## src/rtl/pulse_trig_pkg.sv

```systemverilog
// Shared definitions for the pulse trigger receiver.
// State indices, trigger type codes, FIFO field offsets, saturating increment.
package pulse_trig_pkg;

    localparam int S_IDLE_I     = 0;
    localparam int S_SEND_I     = 1;
    localparam int S_SAMPLE_I   = 2;
    localparam int S_CLASSIFY_I = 3;
    localparam int S_STORE_I    = 4;

    typedef enum logic [4:0] {
        IDLE     = 5'b00001 << S_IDLE_I,
        SEND     = 5'b00001 << S_SEND_I,
        SAMPLE   = 5'b00001 << S_SAMPLE_I,
        CLASSIFY = 5'b00001 << S_CLASSIFY_I,
        STORE    = 5'b00001 << S_STORE_I
    } state_t;

    localparam logic [1:0] TT_LASER = 2'b10;
    localparam logic [1:0] TT_AM    = 2'b01;
    localparam logic [1:0] TT_BOTH  = 2'b11;

    localparam int FD_TS_LSB = 0;

    function automatic int fd_tnum_lsb(int ts_w);
        return ts_w;
    endfunction

    function automatic int fd_type_lsb(int ts_w, int tnum_w);
        return ts_w + tnum_w;
    endfunction

    function automatic logic [31:0] sat_inc(logic [31:0] v);
        return (v == 32'hFFFF_FFFF) ? v : v + 32'd1;
    endfunction

endpackage

```

## src/rtl/burst_occupancy_tracker.sv

```systemverilog
// Per-channel DDR3 burst occupancy: add on trigger, subtract on readout credit.
// Ports: en/add_pulse/credit controls, burst_count/rd_bursts/thres in; full/warning out.
module burst_occupancy_tracker #(
    parameter int BURST_W = 23
) (
    input  logic               clk,
    input  logic               reset,
    input  logic               en,
    input  logic               add_pulse,
    input  logic               credit,
    input  logic [BURST_W-1:0] burst_count,
    input  logic [BURST_W-1:0] rd_bursts,
    input  logic [BURST_W-1:0] thres,
    output logic               full,
    output logic               warning
);

    localparam logic [BURST_W:0] CAP = {1'b1, {BURST_W{1'b0}}};

    logic [BURST_W:0]   stored;
    logic [BURST_W:0]   need;
    logic [BURST_W:0]   add_v;
    logic [BURST_W:0]   sub_v;
    logic [BURST_W:0]   room;
    logic [BURST_W:0]   nxt;
    logic [BURST_W+1:0] sum;
    logic [BURST_W+1:0] diff;

    // Add and credit in the same cycle net out; result floors at 0
    // and never exceeds the DDR3 depth.
    always_comb begin
        need  = {1'b0, burst_count} + (BURST_W+1)'(1);
        add_v = (add_pulse && en) ? need : '0;
        sub_v = credit ? {1'b0, rd_bursts} : '0;
        sum   = {1'b0, stored} + {1'b0, add_v};
        diff  = sum - {1'b0, sub_v};
        room  = CAP - stored;
        if (sum < {1'b0, sub_v})
            nxt = '0;
        else if (diff > {1'b0, CAP})
            nxt = CAP;
        else
            nxt = diff[BURST_W:0];
    end

    assign full    = en && (room < need);
    assign warning = stored > {1'b0, thres};

    always_ff @(posedge clk) begin
        if (reset)
            stored <= '0;
        else
            stored <= nxt;
    end

endmodule

```

## src/rtl/pulse_trigger_receiver_nch.sv

```systemverilog
// Front-panel trigger receiver: pulse, classify, record to FIFO, track DDR3 fill.
// Ports: trigger/chan_en/burst/rd credit in; pulse_trigger, fifo_*, counters out.
// Optional TRIG_HOLDOFF_EN adds holdoff_cycles: IDLE ignores triggers after STORE.
module pulse_trigger_receiver_nch
    import pulse_trig_pkg::*;
#(
    parameter int NCHAN    = 5,
    parameter int BURST_W  = 23,
    parameter int TS_W     = 44,
    parameter int TNUM_W   = 24,
    parameter int HIST_LEN = 4,
    parameter int FIFO_W   = 128
) (
    input  logic                     clk,
    input  logic                     reset,
    input  logic                     reset_trig_num,
    input  logic                     reset_trig_timestamp,
    input  logic                     trigger,
    input  logic [NCHAN-1:0]         chan_en,
    input  logic [NCHAN*BURST_W-1:0] burst_count,
    input  logic [BURST_W-1:0]       thres_ddr3_overflow,
    input  logic [NCHAN-1:0]         rd_strobe,
    input  logic [NCHAN*BURST_W-1:0] rd_bursts,
    input  logic                     fifo_ready,
`ifdef TRIG_HOLDOFF_EN
    input  logic [15:0]              holdoff_cycles,
`endif
    output logic                     pulse_trigger,
    output logic [TNUM_W-1:0]        trig_num,
    output logic                     fifo_valid,
    output logic [FIFO_W-1:0]        fifo_data,
    output logic [4:0]               state,
    output logic [31:0]              ddr3_overflow_count,
    output logic [31:0]              missed_trig_count,
    output logic [NCHAN-1:0]         ddr3_overflow_warning
);

    localparam int KW       = $clog2(HIST_LEN);
    localparam int TNUM_LSB = fd_tnum_lsb(TS_W);
    localparam int TYPE_LSB = fd_type_lsb(TS_W, TNUM_W);
    localparam logic [KW-1:0] K_FIRST = KW'(2);
    localparam logic [KW-1:0] K_LAST  = KW'(HIST_LEN - 1);

    state_t              st;
    logic [TS_W-1:0]     ts_cnt;
    logic [TS_W-1:0]     trig_ts;
    logic [TNUM_W-1:0]   rec_num;
    logic [HIST_LEN-1:0] hist;
    logic [KW-1:0]       k;
    logic                trig_prev;
    logic [NCHAN-1:0]    full_v;
    logic                any_full;
    logic                holdoff_active;
    logic                accept;
    logic                ovf_ev;
    logic                missed_ev;
    logic [1:0]          cls;
    logic [FIFO_W-1:0]   word;

    assign state    = st;
    assign any_full = |full_v;

    assign accept = st[S_IDLE_I] && trigger
                    && !holdoff_active && !any_full;
    assign ovf_ev = st[S_IDLE_I] && trigger
                    && !holdoff_active && any_full;
    // Missed counts rising edges only, so a long level counts once.
    assign missed_ev = trigger && !trig_prev
                       && (!st[S_IDLE_I] || holdoff_active);

    always_comb begin
        if (!hist[HIST_LEN-1])
            cls = TT_LASER;
        else if (&hist)
            cls = TT_AM;
        else
            cls = TT_BOTH;
    end

    always_comb begin
        word = '0;
        word[FD_TS_LSB +: TS_W] = trig_ts;
        word[TNUM_LSB +: TNUM_W] = rec_num;
        word[TYPE_LSB +: 2] = cls;
    end

`ifdef TRIG_HOLDOFF_EN
    logic [15:0] hold_cnt;

    assign holdoff_active = (hold_cnt != 16'd0);

    always_ff @(posedge clk) begin
        if (reset)
            hold_cnt <= '0;
        else if (st[S_STORE_I] && fifo_ready)
            hold_cnt <= holdoff_cycles;
        else if (st[S_IDLE_I] && holdoff_active)
            hold_cnt <= hold_cnt - 16'd1;
    end
`else
    assign holdoff_active = 1'b0;
`endif

    always_ff @(posedge clk) begin
        if (reset) begin
            st                  <= IDLE;
            ts_cnt              <= '0;
            trig_ts             <= '0;
            trig_num            <= '0;
            rec_num             <= '0;
            hist                <= '0;
            k                   <= '0;
            trig_prev           <= 1'b0;
            pulse_trigger       <= 1'b0;
            fifo_valid          <= 1'b0;
            fifo_data           <= '0;
            ddr3_overflow_count <= '0;
            missed_trig_count   <= '0;
        end else begin
            trig_prev     <= trigger;
            pulse_trigger <= 1'b0;
            ts_cnt <= reset_trig_timestamp ? '0 : ts_cnt + TS_W'(1);
            if (missed_ev)
                missed_trig_count <= sat_inc(missed_trig_count);
            if (ovf_ev)
                ddr3_overflow_count <= sat_inc(ddr3_overflow_count);
            unique case (1'b1)
                st[S_IDLE_I]: begin
                    if (accept) begin
                        trig_num      <= trig_num + TNUM_W'(1);
                        rec_num       <= trig_num + TNUM_W'(1);
                        trig_ts       <= ts_cnt;
                        hist          <= HIST_LEN'(1);
                        pulse_trigger <= 1'b1;
                        st            <= SEND;
                    end
                end
                st[S_SEND_I]: begin
                    hist[1] <= trigger;
                    k       <= K_FIRST;
                    st      <= (HIST_LEN > 2) ? SAMPLE : CLASSIFY;
                end
                st[S_SAMPLE_I]: begin
                    hist[k] <= trigger;
                    k       <= k + KW'(1);
                    if (k == K_LAST)
                        st <= CLASSIFY;
                end
                st[S_CLASSIFY_I]: begin
                    fifo_data  <= word;
                    fifo_valid <= 1'b1;
                    st         <= STORE;
                end
                st[S_STORE_I]: begin
                    if (fifo_ready) begin
                        fifo_valid <= 1'b0;
                        st         <= IDLE;
                    end
                end
                default: st <= IDLE;
            endcase
            // Clears win over a same-cycle accept; rec_num keeps old+1.
            if (reset_trig_num)
                trig_num <= '0;
            if (reset_trig_timestamp)
                trig_ts <= '0;
        end
    end

    for (genvar c = 0; c < NCHAN; c++) begin : g_occ
        burst_occupancy_tracker #(
            .BURST_W(BURST_W)
        ) u_occ (
            .clk        (clk),
            .reset      (reset),
            .en         (chan_en[c]),
            .add_pulse  (pulse_trigger),
            .credit     (rd_strobe[c]),
            .burst_count(burst_count[c*BURST_W +: BURST_W]),
            .rd_bursts  (rd_bursts[c*BURST_W +: BURST_W]),
            .thres      (thres_ddr3_overflow),
            .full       (full_v[c]),
            .warning    (ddr3_overflow_warning[c])
        );
    end

endmodule

```

## config.mk

```make
export PLATFORM = sky130hd
export DESIGN_NAME = pulse_trigger_receiver_nch
export DESIGN_NICKNAME = d
export VERILOG_FILES = /design/src/rtl/pulse_trig_pkg.sv /design/src/rtl/burst_occupancy_tracker.sv /design/src/rtl/pulse_trigger_receiver_nch.sv
export SDC_FILE = /design/constraint.sdc
export NUM_CORES = 2
export LEC_CHECK = 0
export BUFFER_PORTS_ARGS = -buffer_cell sky130_fd_sc_hd__clkbuf_2
export CAP_MARGIN = 20
export CELL_PAD_IN_SITES_DETAIL_PLACEMENT = 1
export CELL_PAD_IN_SITES_GLOBAL_PLACEMENT = 2
export CORE_MARGIN = 2
export CORE_UTILIZATION = 38
export DETAILED_ROUTE_END_ITERATION = 12
export GPL_TIMING_DRIVEN = 0
export PLACE_DENSITY_LB_ADDON = 0.1
export SYNTH_ARGS = -nofsm -noshare
export SYNTH_HDL_FRONTEND = slang
export SYNTH_SLANG_ARGS = --single-unit
```

## constraint.sdc

```tcl
create_clock -name clk -period 9.6 [get_ports clk]
set_clock_uncertainty 0.1 [all_clocks]
set_input_delay 0.96 -clock clk [delete_from_list [all_inputs] [get_ports clk]]
set_output_delay 0.96 -clock clk [all_outputs]
set_load 0.05 [all_outputs]
```

---- Word level (Yosys, flattened, before mapping) ----
Cells that the tools add are included.
word-level totals
  logic and storage cells ................. 155
  output and inout port bits .............. 228
  flip-flop bits (word level) ............. 404
cells by class
  add/sub/neg operators ................... 25
  order comparisons ....................... 22
  reduce and logical (&&, ||, !) cells .... 44
  bitwise operators ....................... 3
  equal/unequal tests ..................... 5
  muxes and demuxes ....................... 32
operators by type and width
  operator                  count
  $mux W24                  10
  $add A24 B24 Y25          5
  $gt A25 B24 Y1 const B    5
  $lt A25 B24 Y1            5
  $sub A25 B24 Y25          5
  $add A23 B1 Y24 const B   5
  $gt A24 B23 Y1            5
  $lt A24 B24 Y1            5
  $sub A24 B24 Y24 const A  5
  $mux W23                  5
  $add A32 B1 Y32 const B   2
  $eq A32 B32 Y1 const B    2
  $add A44 B1 Y44 const B   1
  $pmux W5 S5               1
  $add A24 B1 Y24 const B   1
  $logic_and A1 B1 Y1       16
  $reduce_or A2 Y1          8
  $reduce_or A3 Y1          5
  $reduce_and A2 Y1         6
  $mux W4                   2
  $pmux W2 S2               2
  $mux W2                   3
  $reduce_bool A2 Y1        3
  $mux W5                   1
  16 further kinds          23

---- Logic depth before layout (Yosys ltp) ----
  word-level depth ........................ 8
  depth in mapped cells ................... 31
  gate-level depth less buffers ........... 30

---- By module ----
A second synthesis with hierarchy kept.
unflattened totals
  cell total of the unflattened synthesis .. 4932
  area, all modules ....................... 38175.4 um^2
modules (own cells, without submodules)
  module                                        seq. area each (um^2)  cells each  instances  area each (um^2)
  burst_occupancy_tracker (g_occ[0].u_occ ...)  480.5                  665         3          4983.5
  pulse_trigger_receiver_nch                    5685.5                 1458        1          12468.2
  burst_occupancy_tracker (g_occ[1].u_occ)      480.5                  744         1          5403.9
  burst_occupancy_tracker (g_occ[2].u_occ)      480.5                  735         1          5352.6

---- Worst setup path after synthesis ----
Ideal clock, no wire load.
  path kind ............................... input-to-reg
  from .................................... in chan_en[1]
  to ...................................... reg g_occ[1].u_occ.stored[14]
  setup slack ............................. 2869 ps
  cell stages on the path ................. 28
  setup time .............................. 62 ps
  data arrival time ....................... 6569 ps
  path through ............................ nand2_1 clkbuf_1 nor2_1 ha_1 a211oi_1 o21ai_0 a2111oi_0 o31ai_1 a21oi_1 o21ai_0 nand2_1 nand2b_1 a21oi_1 xnor2_1 ha_1 a21oi_1 o21ai_0 or4b_1 o211ai_2 a21oi_1 o31ai_4 nand4_1 or4_1 o21a_1 o21a_4 or2_4 buf_12 nor2_2
between the ends
  cells in the longest elaborated chain, start to end .. 6
ends and longest elaborated chain
  element                     line                              text
  start, declared             pulse_trigger_receiver_nch.sv:19  input logic [NCHAN-1:0] chan_en,
  $logic_and A1 B1 Y1 *       burst_occupancy_tracker.sv:33     add_v = (add_pulse && en) ? need : '0;
  $mux W24 *                  burst_occupancy_tracker.sv:33
  $add A24 B24 Y25 *          burst_occupancy_tracker.sv:35     sum = {1'b0, stored} + {1'b0, add_v};
  $sub A25 B24 Y25            burst_occupancy_tracker.sv:36     diff = sum - {1'b0, sub_v};
  $gt A25 B24 Y1              burst_occupancy_tracker.sv:40     else if (diff > {1'b0, CAP})
  $reduce_or A3 Y1 (no line)  -
  end signal, assigned        burst_occupancy_tracker.sv:53     stored <= nxt;
  end, declared               burst_occupancy_tracker.sv:20     logic [BURST_W:0] stored;
Mark *: on every way between the ends. The rest lies on a longest branch, timed or not.
A chain may end at the register's enable or synchronous reset.

---- Worst setup path after layout ----
  from .................................... reg pulse_trigger
  to ...................................... reg g_occ[1].u_occ.stored[7]
between the ends
  cells in the longest elaborated chain, start to end .. 6
ends and longest elaborated chain
  element                     line                               text
  start, declared             pulse_trigger_receiver_nch.sv:28   output logic pulse_trigger,
  start signal, assigned      pulse_trigger_receiver_nch.sv:114  pulse_trigger <= 1'b0;
  start signal, assigned      pulse_trigger_receiver_nch.sv:121  pulse_trigger <= 1'b0;
  start signal, assigned      pulse_trigger_receiver_nch.sv:134  pulse_trigger <= 1'b1;
  $logic_and A1 B1 Y1 *       burst_occupancy_tracker.sv:33
  $mux W24 *                  burst_occupancy_tracker.sv:33
  $add A24 B24 Y25 *          burst_occupancy_tracker.sv:35
  $sub A25 B24 Y25            burst_occupancy_tracker.sv:36
  $gt A25 B24 Y1              burst_occupancy_tracker.sv:40
  $reduce_or A3 Y1 (no line)  -
Marks and branches as above.

==> impl_metrics.tcl <==
set metrics [dict create \
    status "complete, no violations" \
    vias 35100 \
    clk_path_buf_depth 3 \
    avgRoutedWirePerCell_um 20.4 \
    grt_max_degree 15 \
    core_um2 95000 \
    p_total_mw 12.3 \
    synthFlopType "dfxtp_1" \
    syn_area_per_cell_um2 7.86 \
    cts_resized 0 \
    cp.arrival_ps 8630 \
    netlist_instances 4628 \
    p_int_mw 6.19 \
    layout.cells.non_filler 6485 \
    grt_pass1_vias 35900 \
    fin_crit_sh_pct 85.8 \
    r2r_cells 28 \
    insertion_delay_ps 620 \
    yosysWarnings 0 \
    yosysUniqueCellTypes 97 \
    ys_ff_latch 404 \
    crit_path_top_delay_cell "a311oi_1" \
    cts-root-buf "clkbuf_16" \
    cts_setup_buffers 0 \
    rows 113 \
    cts_tree "yes" \
    drt-met1-wl_mm 58.3 \
    antenna_found_initial 14 \
    max_cap_viol_count 0 \
    hold_buffers 0 \
    final_common_cell "nor2_1" \
    p_leak_nw 19.7 \
    finalWirelength_mm 132 \
    endpoint_kind "flop" \
    synth-edff-count 0 \
    tightest_slew_ps 1070 \
    worstPathRequired_ps 10000 \
    yosysTopAreaCell "dfxtp_1" \
    dieArea_um2 98300 \
    grt_pass1_wl_mm 205 \
    setup_tns_ps 0 \
    mostFrequentLayoutCells "nor2_1 (557), ha_1 (483), clkbuf_2 (438)" \
    initial_core_util_pct 38.3 \
    maxSlewHeadroom_pct 28.9 \
    pwr-share-comb_pct 67.0 \
    switchingPower_mw 6.09 \
    pin_count 497 \
    numCtsBuffers 50 \
    yosysTopAreaCellShare_pct 22.2 \
    dp.cells 6392 \
    drcViolationCount 0 \
    top_layer_used "met5" \
    hold_violations 0 \
    area_delta_synth_final_pct 15.8 \
    path_class "reg -> reg" \
    layout-drive-gt1-share_pct 13.0 \
    post-dp-hpwl_mm 110 \
    seq_power_share_pct 16.9 \
    synthTopCellsByArea "dfxtp_1 (22%), ha_1 (17%), xnor2_1 (6.5%)" \
    holdPathStages 2 \
    layout_min_cycle_time_ps 8240 \
    critPathMaxFanout 10 \
    clkSinkCount 404 \
    portBuffers 437 \
    die_w_um 313 \
    max_clock_freq_ghz 0.121 \
    clk_pin_slew_worst_paths_ps 60 \
    drt_iter0_drc 1530 \
    reg2reg_slack_ps 1360 \
    dr_wl_met2_mm 62.9 \
    cellPowerDensity_nw_per_um2 291 \
    htree_levels 2 \
    worst_path_largest_cell_delay_ps 780 \
    grt_use_total_pct 26.3 \
    start_kind "flop" \
    rsz0062_at_grt "no" \
    first_pass_iters 6 \
    pwr-share-clk_pct 16.1 \
    place_congestion 0.911 \
    drt-vias-per-instance 5.41 \
    drv_slew 0 \
    hold_path.class "reg -> reg" \
    swShare_pct 49.6 \
    finalSetupViolations 0 \
    nets 5941 \
    syn_area_um2 36400 \
    met3WireLength_mm 6.28 \
    ant_nets 0 \
    vdd_drop_max_mv 0.191 \
    die_h_um 313 \
    yosysSeqAreaShare_pct 22.2 \
    async_flop_share_pct 0 \
    grt_overflow 0 \
]
layer usage:
metal / GRT usage (%) / up-vias
li1: - / 17500
met1: 32.9 / 16800
met3: 4.27 / 181
met4: 8.48 / 24
met5: 0 / -
met2: 45.9 / 569
sequential cells by signal, indices dropped and copies added (netlist names):
| register | cells |
|---|---|
| fifo_data | 70 |
| trig_num | 24 |
| hist | 4 |
| g_occ.u_occ.stored | 120 |
| state | 5 |
| missed_trig_count | 32 |
| fifo_valid | 1 |
| pulse_trigger | 1 |
| ts_cnt | 44 |
| rec_num | 24 |
| trig_ts | 44 |
| k | 2 |
| ddr3_overflow_count | 32 |
| trig_prev | 1 |
cells in the mapped netlist, types with 18 or more instances:
master,instances
a211oi_1,51
nor3b_1,18
nor4_1,47
xor2_1,232
clkbuf_1,102
dfxtp_1,404
nor3_1,136
o21ai_0,150
o21bai_1,30
and3_1,102
nand2b_1,55
and2_1,27
or3_1,47
nand4_1,98
a21oi_1,330
o21a_1,66
inv_1,131
a31o_2,23
nand3_1,170
nor2_1,557
mux2i_1,77
xnor2_1,272
nor2b_1,87
buf_4,63
nand2_1,429
ha_1,483
a21o_1,153
cells by family after synthesis:
family / synth area share, %
and+or+nand+nor: 24.7
adders and majority gates: 17.2
xor gates and xnor gates: 12.2
other: 0.0103
buffers and inverters: 3.96
DFF: 22.2
AOI/OAI and AO/OA: 17.4
muxes: 2.30
layout make-up:
type                    count  area, um^2
inverters                 132         495
multi-input cells        3968       27100
plain buffers             181         948
well taps                1265        1580
fillers                 11900       52800
repair buffers            442        2250
flip-flops and latches    404        8090
diodes                      2        5.00
clock inverters            15         234
clock buffers              76        1480
power groups by stage:
stage	logic, mW	registers (mW)	clock network, mW
detailed placement	8.19	2.11	0
finish	8.23	2.07	1.98
global route	9.23	2.10	2.09
global placement	7.96	2.11	0
floorplan	5.97	2.03	0
CTS	8.26	2.07	2.03
critical path, delay by kind of cell, from the launching register on:
kind                       cells  cell delay, ps
AOI/OAI and AO/OA             12            3380
DFF                            1             520
and+or+nand+nor                9            2040
adders and majority gates      2             650
xor gates and xnor gates       2             370
buffers and inverters          3            1070
through the flow:
step | utilization (%) | instance area (um^2) | worst slack (ps) | hold WS, ps
2_1_floorplan | - | 36600 | 2870 | 326
3_3_place_gp | 42.5 | 40400 | 637 | 348
3_5_place_dp | 42.6 | 40400 | 1340 | 356
4_1_cts | 44.4 | 42200 | 1410 | 364
5_1_grt | 44.4 | 42200 | 636 | 380
6_report | 44.4 | 42200 | 1360 | 361
path summary, 6_finish.rpt:
path                            startpoint                                  end
hold / removal     trig_ts[0]$_SDFFE_PP0P_              trig_ts[0]$_SDFFE_PP0P_
setup / recovery  pulse_trigger$_SDFF_PP0_  g_occ[1].u_occ.stored[7]$_SDFF_PP0_
setup reg to reg  pulse_trigger$_SDFF_PP0_  g_occ[1].u_occ.stored[7]$_SDFF_PP0_
hold reg to reg    trig_ts[0]$_SDFFE_PP0P_              trig_ts[0]$_SDFFE_PP0P_
Power figures use the tool's default switching activity.
